==> config.mk <==
export PLATFORM = sky130hd
export DESIGN_NAME = cipher_block_packer
export DESIGN_NICKNAME = d
export VERILOG_FILES = /design/src/rtl/cipher_pkg.sv /design/src/rtl/cipher_pad_mask.sv /design/src/rtl/cipher_block_packer.sv
export SDC_FILE = /design/constraint.sdc
export NUM_CORES = 1
export LEC_CHECK = 0
export CAP_MARGIN = 40
export CORE_MARGIN = 1
export CORE_UTILIZATION = 44
export CTS_CLUSTER_DIAMETER = 60
export CTS_CLUSTER_SIZE = 14
export DETAILED_ROUTE_END_ITERATION = 8
export HOLD_SLACK_MARGIN = 0.08
export PLACE_DENSITY = 0.77
export SETUP_SLACK_MARGIN = 0.2
export SLEW_MARGIN = 20
export SYNTH_ARGS = -nofsm -noshare
export SYNTH_HDL_FRONTEND = slang
export SYNTH_SLANG_ARGS = --single-unit
export TNS_END_PERCENT = 5
==> constraint.sdc <==
create_clock -name clk -period 4.5 [get_ports clk]
set_input_delay 0.675 -clock clk [delete_from_list [all_inputs] [get_ports clk]]
set_output_delay 0.675 -clock clk [all_outputs]
set_load 0.01 [all_outputs]
==> src/rtl/cipher_pkg.sv <==
// Shared widths and types for the cipher input path: block geometry, block tags
// and the packer state encoding.
package cipher_pkg;

    localparam int unsigned DATA_LENGTH = 128;
    localparam int unsigned LENGTH      = 32;
    localparam int unsigned WORDS       = DATA_LENGTH / LENGTH;
    localparam int unsigned BLOCK_BYTES = DATA_LENGTH / 8;
    localparam int unsigned WORD_BYTES  = LENGTH / 8;

    typedef enum logic [1:0] {BLK_KEY, BLK_AD, BLK_MSG} blk_type_t;

    typedef logic [DATA_LENGTH-1:0] block_t;

    typedef enum logic {pk_fill, pk_hold} pack_state_t;

endpackage

==> src/rtl/cipher_pad_mask.sv <==
// Final-block shaping: on a last block, zeroes every byte from i_nbytes onward
// and places the 0x80 pad marker at byte i_nbytes (none when the block is full).
module cipher_pad_mask
    import cipher_pkg::*;
(
    input  block_t     i_blk,
    input  logic [4:0] i_nbytes,
    input  logic       i_last,
    output block_t     o_blk
);

    always_comb begin
        o_blk = i_blk;
        if (i_last) begin
            // Byte 0 sits in the most significant byte of the block.
            for (int unsigned i = 0; i < BLOCK_BYTES; i++) begin
                if (i == 32'(i_nbytes)) begin
                    o_blk[DATA_LENGTH-1-8*i -: 8] = 8'h80;
                end else if (i > 32'(i_nbytes)) begin
                    o_blk[DATA_LENGTH-1-8*i -: 8] = '0;
                end
            end
        end
    end

endmodule

==> src/rtl/cipher_block_packer.sv <==
// Packs 32-bit host words into tagged 128-bit blocks for the cipher I/O controller,
// tracking valid bytes, the stream-final block and sticky protocol errors.
module cipher_block_packer
    import cipher_pkg::*;
(
    input  logic                   clk,
    input  logic                   rst,
    input  logic [LENGTH-1:0]      in_data,
    input  logic                   in_valid,
    output logic                   in_ready,
    input  logic [1:0]             in_type,
    input  logic                   in_last,
    input  logic [2:0]             in_bytes,
    output logic [DATA_LENGTH-1:0] blk_data,
    output logic                   blk_valid,
    input  logic                   blk_ready,
    output logic [1:0]             blk_type,
    output logic                   blk_last,
    output logic [4:0]             blk_nbytes,
    output logic                   err
);

    pack_state_t r_state;
    logic [1:0]  r_word_cnt;
    logic [4:0]  r_byte_cnt;
    block_t      r_blk;
    blk_type_t   r_type;
    logic        r_in_ready;
    logic        r_blk_valid;
    logic        r_blk_last;
    logic [4:0]  r_nbytes;
    logic        r_err;

    logic [2:0]        w_bytes;
    logic [LENGTH-1:0] w_word;
    block_t            w_acc;
    block_t            w_padded;
    logic [4:0]        w_byte_sum;
    logic              w_proto_err;
    logic              w_accept;
    logic              w_complete;

    always_comb begin
        // Out-of-range byte counts are treated as a full word and flagged below.
        w_bytes = (in_bytes > 3'd4) ? 3'd4 : in_bytes;
        w_word  = in_data;
        for (int unsigned j = 0; j < WORD_BYTES; j++) begin
            if (j >= 32'(w_bytes)) begin
                w_word[LENGTH-1-8*j -: 8] = '0;
            end
        end
        w_acc = r_blk;
        for (int unsigned k = 0; k < WORDS; k++) begin
            if (k == 32'(r_word_cnt)) begin
                w_acc[DATA_LENGTH-1-LENGTH*k -: LENGTH] = w_word;
            end
        end
        w_byte_sum  = r_byte_cnt + {2'b00, w_bytes};
        w_proto_err = (!in_last && (w_bytes != 3'd4)) ||
                      (in_bytes > 3'd4) ||
                      (in_type == 2'd3) ||
                      ((r_word_cnt != 2'd0) && (in_type != r_type));
        w_accept    = in_valid && r_in_ready;
        w_complete  = (r_word_cnt == 2'(WORDS-1)) || in_last;
    end

    cipher_pad_mask u_pad (
        .i_blk    (w_acc),
        .i_nbytes (w_byte_sum),
        .i_last   (in_last),
        .o_blk    (w_padded)
    );

    always_ff @(posedge clk or posedge rst) begin
        if (rst) begin
            r_state     <= pk_fill;
            r_word_cnt  <= '0;
            r_byte_cnt  <= '0;
            r_blk       <= '0;
            r_type      <= BLK_KEY;
            r_in_ready  <= 1'b1;
            r_blk_valid <= 1'b0;
            r_blk_last  <= 1'b0;
            r_nbytes    <= '0;
            r_err       <= 1'b0;
        end else begin
            case (r_state)
                pk_fill: begin
                    if (w_accept) begin
                        if (w_proto_err) begin
                            r_err <= 1'b1;
                        end
                        if (r_word_cnt == 2'd0) begin
                            r_type <= blk_type_t'(in_type);
                        end
                        if (w_complete) begin
                            r_blk       <= w_padded;
                            r_state     <= pk_hold;
                            r_in_ready  <= 1'b0;
                            r_blk_valid <= 1'b1;
                            r_blk_last  <= in_last;
                            r_nbytes    <= w_byte_sum;
                        end else begin
                            r_blk      <= w_acc;
                            r_word_cnt <= r_word_cnt + 2'd1;
                            r_byte_cnt <= w_byte_sum;
                        end
                    end
                end
                pk_hold: begin
                    // The block register doubles as the accumulator, so it is cleared on release.
                    if (blk_ready) begin
                        r_state     <= pk_fill;
                        r_in_ready  <= 1'b1;
                        r_blk_valid <= 1'b0;
                        r_blk_last  <= 1'b0;
                        r_nbytes    <= '0;
                        r_blk       <= '0;
                        r_word_cnt  <= '0;
                        r_byte_cnt  <= '0;
                    end
                end
                default: r_state <= pk_fill;
            endcase
        end
    end

    assign in_ready   = r_in_ready;
    assign blk_data   = r_blk;
    assign blk_valid  = r_blk_valid;
    assign blk_type   = r_type;
    assign blk_last   = r_blk_last;
    assign blk_nbytes = r_nbytes;
    assign err        = r_err;

endmodule
==> results of run 1 <==
-- report_power, final --
part / internal, mW / total (mW) / switching, mW / leakage [nW]
Clock: 0.840 / 1.42 / 0.585 / 0.286
Sequential: 1.67 / 1.93 / 0.261 / 2.00
Combinational: 1.10 / 2.41 / 1.31 / 1.52
-- layer usage --
layer | part of all wire [%] | track usage (%)
met5 | 0 | 0
met1 | 43 | 37.6
met4 | 3.1 | 11.8
met3 | 9.1 | 8.03
met2 | 45 | 40.7
-- synth_stat cells (all sizes together) (2+ instances only) --
| cell type | n | share of area, % |
|---|---|---|
| a22o | 2 | 0.27 |
| a21oi | 14 | 1.3 |
| ha | 7 | 1.3 |
| o211ai | 3 | 0.34 |
| o221a | 2 | 0.48 |
| a21o | 6 | 0.68 |
| buf | 9 | 0.95 |
| a2111oi | 2 | 0.46 |
| nand2b | 10 | 0.95 |
| o2bb2ai | 77 | 10 |
| nor2b | 4 | 0.38 |
| nor4 | 2 | 0.19 |
| nand3 | 19 | 1.5 |
| o22ai | 30 | 2.9 |
| o21ai | 34 | 2.8 |
| a2bb2oi | 2 | 0.27 |
| o311ai | 6 | 1.0 |
| o2111ai | 3 | 0.76 |
| or3 | 2 | 0.19 |
| and2 | 9 | 0.86 |
| or2 | 3 | 0.29 |
| nor2 | 14 | 0.80 |
| xor2 | 2 | 0.38 |
| mux2i | 3 | 0.46 |
| a211o | 2 | 0.27 |
| nor3 | 7 | 0.70 |
| a211oi | 4 | 0.72 |
| dfrtp | 146 | 55 |
| mux2 | 4 | 0.68 |
| a32o | 12 | 1.8 |
| a221o | 5 | 0.76 |
| a311oi | 2 | 0.36 |
| clkbuf | 19 | 1.1 |
| inv | 31 | 1.8 |
| nand2 | 65 | 3.7 |
| and3 | 2 | 0.19 |
-- through the flow --
| step | hold slack (ns) | instance area [um^2] | cells |
|---|---|---|---|
| 2_1_floorplan | 0.473 | 6590 | 580 |
| 3_3_place_gp | 0.459 | 8560 | 925 |
| 3_5_place_dp | 0.465 | 8590 | 927 |
| 4_1_cts | 0.479 | 9180 | 959 |
| 5_1_grt | 0.507 | 9180 | 959 |
| 6_report | 0.475 | 9180 | 959 |
-- cell type report --
type	count	area, um^2
fillers	1108	5410
flip-flops and latches	147	3680
multi-input cells	374	2650
repair buffers	191	1910
clock buffers	19	443
well taps	184	230
clock inverters	13	149
inverters	31	120
-- worst min-delay path by stage --
stage,from,end,slack [ns],depth (start not counted)
2_1_floorplan,r_byte_cnt[2],r_byte_cnt[2],0.47,2
3_3_place_gp,blk_valid,blk_valid,0.46,2
3_5_place_dp,err,err,0.47,1
4_1_cts,in_ready,in_ready,0.48,2
5_1_grt,blk_valid,blk_valid,0.51,2
6_report,blk_valid,blk_valid,0.48,2
-- kinds of logic (layout without fill, tap and decap cells) --
group	after synthesis	in the layout	synth area share (%)
buffers and inverters	59	254	3.82
multiplexers	7	7	1.14
AND/OR/NAND/NOR	141	141	10.3
AO/OA/AOI/OAI	215	215	26.7
XOR/XNOR	3	3	0.513
adder cells (fa/ha/maj)	8	8	1.63
flip-flops	147	147	55.9
-- sequential cells by signal (all words and copies together), names as in the netlist --
name / cells
blk_valid: 1
r_byte_cnt: 5
r_state: 1
blk_type: 2
blk_data: 128
err: 1
in_ready: 1
blk_last: 1
r_word_cnt: 2
blk_nbytes: 5
-- tightest hold or removal path, stage by stage, from the launching register on --
cell     delay, ns
dfrtp_1       0.34
nand2_1       0.05
nand2_1       0.05
==> results.json, run 1 <==
{
  "port_buffers": 180,
  "antenna_left": 0,
  "cp_num_cells": 9,
  "synth_edf_count": 0,
  "layout_common_cells": "clkdlybuf4s50_1 (180), dfrtp_1 (146), o2bb2ai_1 (77), nand2_1 (65), o22ai_1 (30)",
  "dp_hpwl_um": 15000,
  "antennaDiodeCount": 0,
  "power_mw": 5.76,
  "grt_pass1_wl_um": 33000,
  "ctsRootBufferMaster": "clkbuf_16",
  "critical_path_class": "primary input to register",
  "synth-seq-cells": 147,
  "syn-num-nets": 630,
  "finish.utilization_pct": 62.9,
  "powerDensity_nw_per_um2": 628,
  "cts_setup_buffers": 0,
  "drv_slew": 0,
  "p_leak_nw": 3.81,
  "timing.final.crit_share_pct": 77.1,
  "fp.dieW_um": 124,
  "seq_area_frac_synth_pct": 55.9,
  "ios": 181,
  "timing.slew.headroom_pct": 42.1,
  "first_iter_violations": 584,
  "slowest_delay_ns": 0.57,
  "cp_top_family": "compound AO/OA/AOI/OAI gates",
  "cts.sinks": 147,
  "drtPass1Iterations": 7,
  "wl_per_cell_um": 21.5,
  "status": "complete, no violations",
  "maxCapViolations": 0,
  "gp_congestion": 0.937,
  "crit_fanout": 8,
  "core_area_um2": 14600,
  "drive_gt1_share_pct": 9.55,
  "hold_viol": 0,
  "cp-end-kind": "register",
  "fin_skew_ns": 0.00864,
  "crit_slowest_cell": "a2111oi_2",
  "start_kind": "primary input",
  "arrival_ns": 3.79,
  "finalNetCount": 812,
  "grt_usage_pct": 27.5,
  "endpoint": "blk_data[119]",
  "numCtsBuffers": 17,
  "cp_num_buf_inv": 1,
  "cts_resized": 0,
  "grt_overflow": 0,
  "layout_commonest_cell": "clkdlybuf4s50_1",
  "r2r_start": "r_byte_cnt[0]",
  "die_area_um2": 15500,
  "fin_ws_ns": 1.03,
  "hold_class": "register to register",
  "antenna_found_initial": 0,
  "crit_path_cell_trace": "clkdlybuf4s50_1 -> nor2b_1 -> ha_1 -> fa_1 -> a21oi_1 -> o221ai_2 -> a2111oi_2 -> o21ai_1 -> a32o_1",
  "yosysWarnings": 0,
  "rr_endpoint": "blk_data[119]",
  "syn-instance-count": 580,
  "cts_htree_levels": 4,
  "rsz0062_at_grt": "false",
  "rows": 44,
  "async_reset_ff_share_pct": 100,
  "via_count": 5784,
  "crit_path_start": "in_bytes[0]",
  "cp.required_ns": 4.82,
  "peakVddDrop_mv": 0.328,
  "cts_tree": "yes",
  "tightest_slew_ns": 0.866,
  "start_util_pct": 45.1,
  "synthesis.area_um2": 6580,
  "first_global_vias": 5827,
  "cts_buffer_depth": 2,
  "grt_max_degree": 72,
  "syn_area_per_cell_um2": 11.4,
  "yosysUniqueCellTypes": 72,
  "routed_via_density": 6.03,
  "min_period_ns": 3.47,
  "ff2ff_path_depth": 7,
  "drc_errors": 0,
  "tns_ns": 0,
  "ctsHoldBuffers": 0,
  "max_freq_ghz": 0.288,
  "clock_latency_ns": 0.43,
  "pre_cts_ws_ns": 0.632,
  "wl_um": 20600,
  "finalSetupViolCount": 0,
  "synthFlopType": "dfrtp_1",
  "rrSetupSlack_ns": 1.45,
  "cts.clk_slew.worst_paths_ns": 0.06,
  "syn2layout_area_growth_pct": 39.5,
  "die_h_um": 124
}
Note: power is estimated with default switching activity, not from simulation.
==> run 2: changes to the inputs <==
Clock period 4.5 ns to 3.1 ns, I/O delays scaled along.
==> results.json, run 2 (synthesis results as in run 1) <==
{
  "power_mw": 8.78,
  "gp_congestion": 0.962,
  "multiInputGateArea_um2": 2710,
  "cellInternalPower_mw": 5.48,
  "antennaDiodeCount": 0,
  "rows": 44,
  "drive_gt1_share_pct": 16.0,
  "hold_class": "register to register",
  "cp.required_ns": 3.41,
  "die_h_um": 124,
  "finalSetupViolCount": 0,
  "r2r_start": "r_byte_cnt[0]",
  "fp.dieW_um": 124,
  "drtPass1Iterations": 7,
  "hold_start": "err",
  "arrival_ns": 3.19,
  "wl_per_cell_um": 21.3,
  "seq_power_share_pct": 32.0,
  "grt_max_degree": 148,
  "crit_fanout": 7,
  "first_iter_violations": 620,
  "port_buffers": 180,
  "register_area_um2": 3680,
  "wl_um": 21400,
  "routed_via_density": 5.99,
  "ctsRootBufferMaster": "clkbuf_16",
  "rsz0062_at_grt": "true",
  "ff2ff_path_depth": 8,
  "finalNetCount": 858,
  "hold_viol": 0,
  "rrSetupSlack_ns": 0.40,
  "nFillCells": 1077,
  "ios": 181,
  "peakVddDrop_mv": 0.434,
  "cp-end-kind": "register",
  "layout_common_cells": "clkdlybuf4s50_1 (180), dfrtp_1 (146), o2bb2ai_1 (77), nand2_1 (64), buf_4 (54)",
  "power_frac_comb_pct": 44.8,
  "start_util_pct": 45.1,
  "max_freq_ghz": 0.347,
  "first_global_vias": 6095,
  "crit_slowest_cell": "a311oi_1",
  "drc_errors": 0,
  "dp_hpwl_um": 15300,
  "syn2layout_area_growth_pct": 45.7,
  "core_area_um2": 14600,
  "tightest_slew_ns": 0.815,
  "power.clock.fraction_pct": 23.2,
  "antenna_left": 0,
  "pre_cts_ws_ns": -0.250,
  "fin_cells": 1005,
  "powerDensity_nw_per_um2": 915,
  "timing.slew.headroom_pct": 45.6,
  "finish.utilization_pct": 65.7,
  "grt_overflow": 0,
  "start_kind": "primary input",
  "layout_commonest_cell": "clkdlybuf4s50_1",
  "cts_tree": "yes",
  "crit_path_cell_trace": "clkdlybuf4s50_1 -> nor2b_1 -> ha_1 -> fa_1 -> buf_4 -> xor2_2 -> buf_4 -> a311oi_1 -> o21ai_2 -> o2bb2ai_1",
  "maxCapViolations": 0,
  "rr_endpoint": "blk_data[33]",
  "min_period_ns": 2.88,
  "fin_skew_ns": 0.00971,
  "numCtsBuffers": 17,
  "grt_usage_pct": 28.5,
  "grt_pass1_wl_um": 34200,
  "p_sw_mw": 3.30,
  "cts.clk_slew.worst_paths_ns": 0.06,
  "largest_reg_flops": 128,
  "drv_slew": 0,
  "critical_path_class": "primary input to register",
  "slowest_delay_ns": 0.52,
  "cts_htree_levels": 4,
  "cts.sinks": 147,
  "crit_path_start": "in_bytes[0]",
  "status": "complete, no violations",
  "via_count": 6016,
  "antenna_found_initial": 0,
  "die_area_um2": 15500,
  "place_inst": 972,
  "crit_top_cell": "buf_4",
  "p_leak_nw": 4.04,
  "cts_buffer_depth": 2,
  "timing.final.crit_share_pct": 93.0,
  "fin_ws_ns": 0.217,
  "clock_latency_ns": 0.43,
  "endpoint": "blk_data[33]",
  "power.share.switching_pct": 37.5
}
-- run 2: cell count changes in the layout (fill, tap and decap cells not counted), moves of 2 or more --
cell,delta
buf_4,+46
o21ai_1,-3
o21ai_2,+3
inv_6,+2
-- run 2: metrics by stage --
stage	hold WS (ns)	instance area (um^2)	TNS [ns]
3_3_place_gp	0.459	8940	-10.42
5_1_grt	0.488	9590	0
6_report	0.478	9590	0
4_1_cts	0.476	9520	0
2_1_floorplan	0.473	6590	0
3_5_place_dp	0.450	8940	-18.05
-- run 2: how the worst min path moves through the flow --
stage	end	slack [ns]	cells after the start
floorplan	r_byte_cnt[2]	0.47	2
global placement	blk_valid	0.46	2
detailed placement	err	0.45	1
CTS	err	0.48	1
global route	err	0.49	1
finish	err	0.48	1
-- run 2: layout make-up --
| cell class | count | area share [%] |
|---|---|---|
| clock buffer | 18 | 4.58 |
| clock inverter | 14 | 1.49 |
| inverter | 31 | 1.25 |
| multi-input combinational | 374 | 28.3 |
| sequential | 147 | 38.4 |
| tap | 184 | 2.40 |
| timing repair buffer | 237 | 23.6 |
-- run 2: timing repair --
| item | 4_1_cts | 5_1_grt |
|---|---|---|
| hold buffers | 0 | 0 |
| gates resized for setup | 0 | 12 |
| setup buffers | 0 | 1 |
| setup endpoints to repair | 0 | 102 |
-- run 2: critical path, delay by kind of cell --
family / cells / cell delay [ns]
adder cells (fa/ha/maj): 2 / 0.70
buffers and inverters: 3 / 0.76
XOR/XNOR: 1 / 0.20
AND/OR/NAND/NOR: 1 / 0.15
AO/OA/AOI/OAI: 3 / 0.93
-- run 2: routing by layer --
layer	track usage [%]	wire length [um]
met2	44.8	10200
met4	10.6	528
met5	0	0
met3	7.60	1770
met1	37.9	8910
-- run 2: power by group through the flow --
stage                     sequential, mW  combinational (mW)  clock (mW)
after floorplan                     2.94                1.69           0
after global placement              2.81                3.74           0
after detailed placement            2.82                3.81           0
after CTS                           2.81                3.84        2.04
after global routing                2.87                4.18        2.15
final                               2.81                3.93        2.04
==> run 3: changes to the inputs <==
Settings changed: CORE_MARGIN 1 to not set, HOLD_SLACK_MARGIN 0.08 to not set.
==> results of run 3 <==
No change in the layout: final DEF, timing and power equal those of run 2.
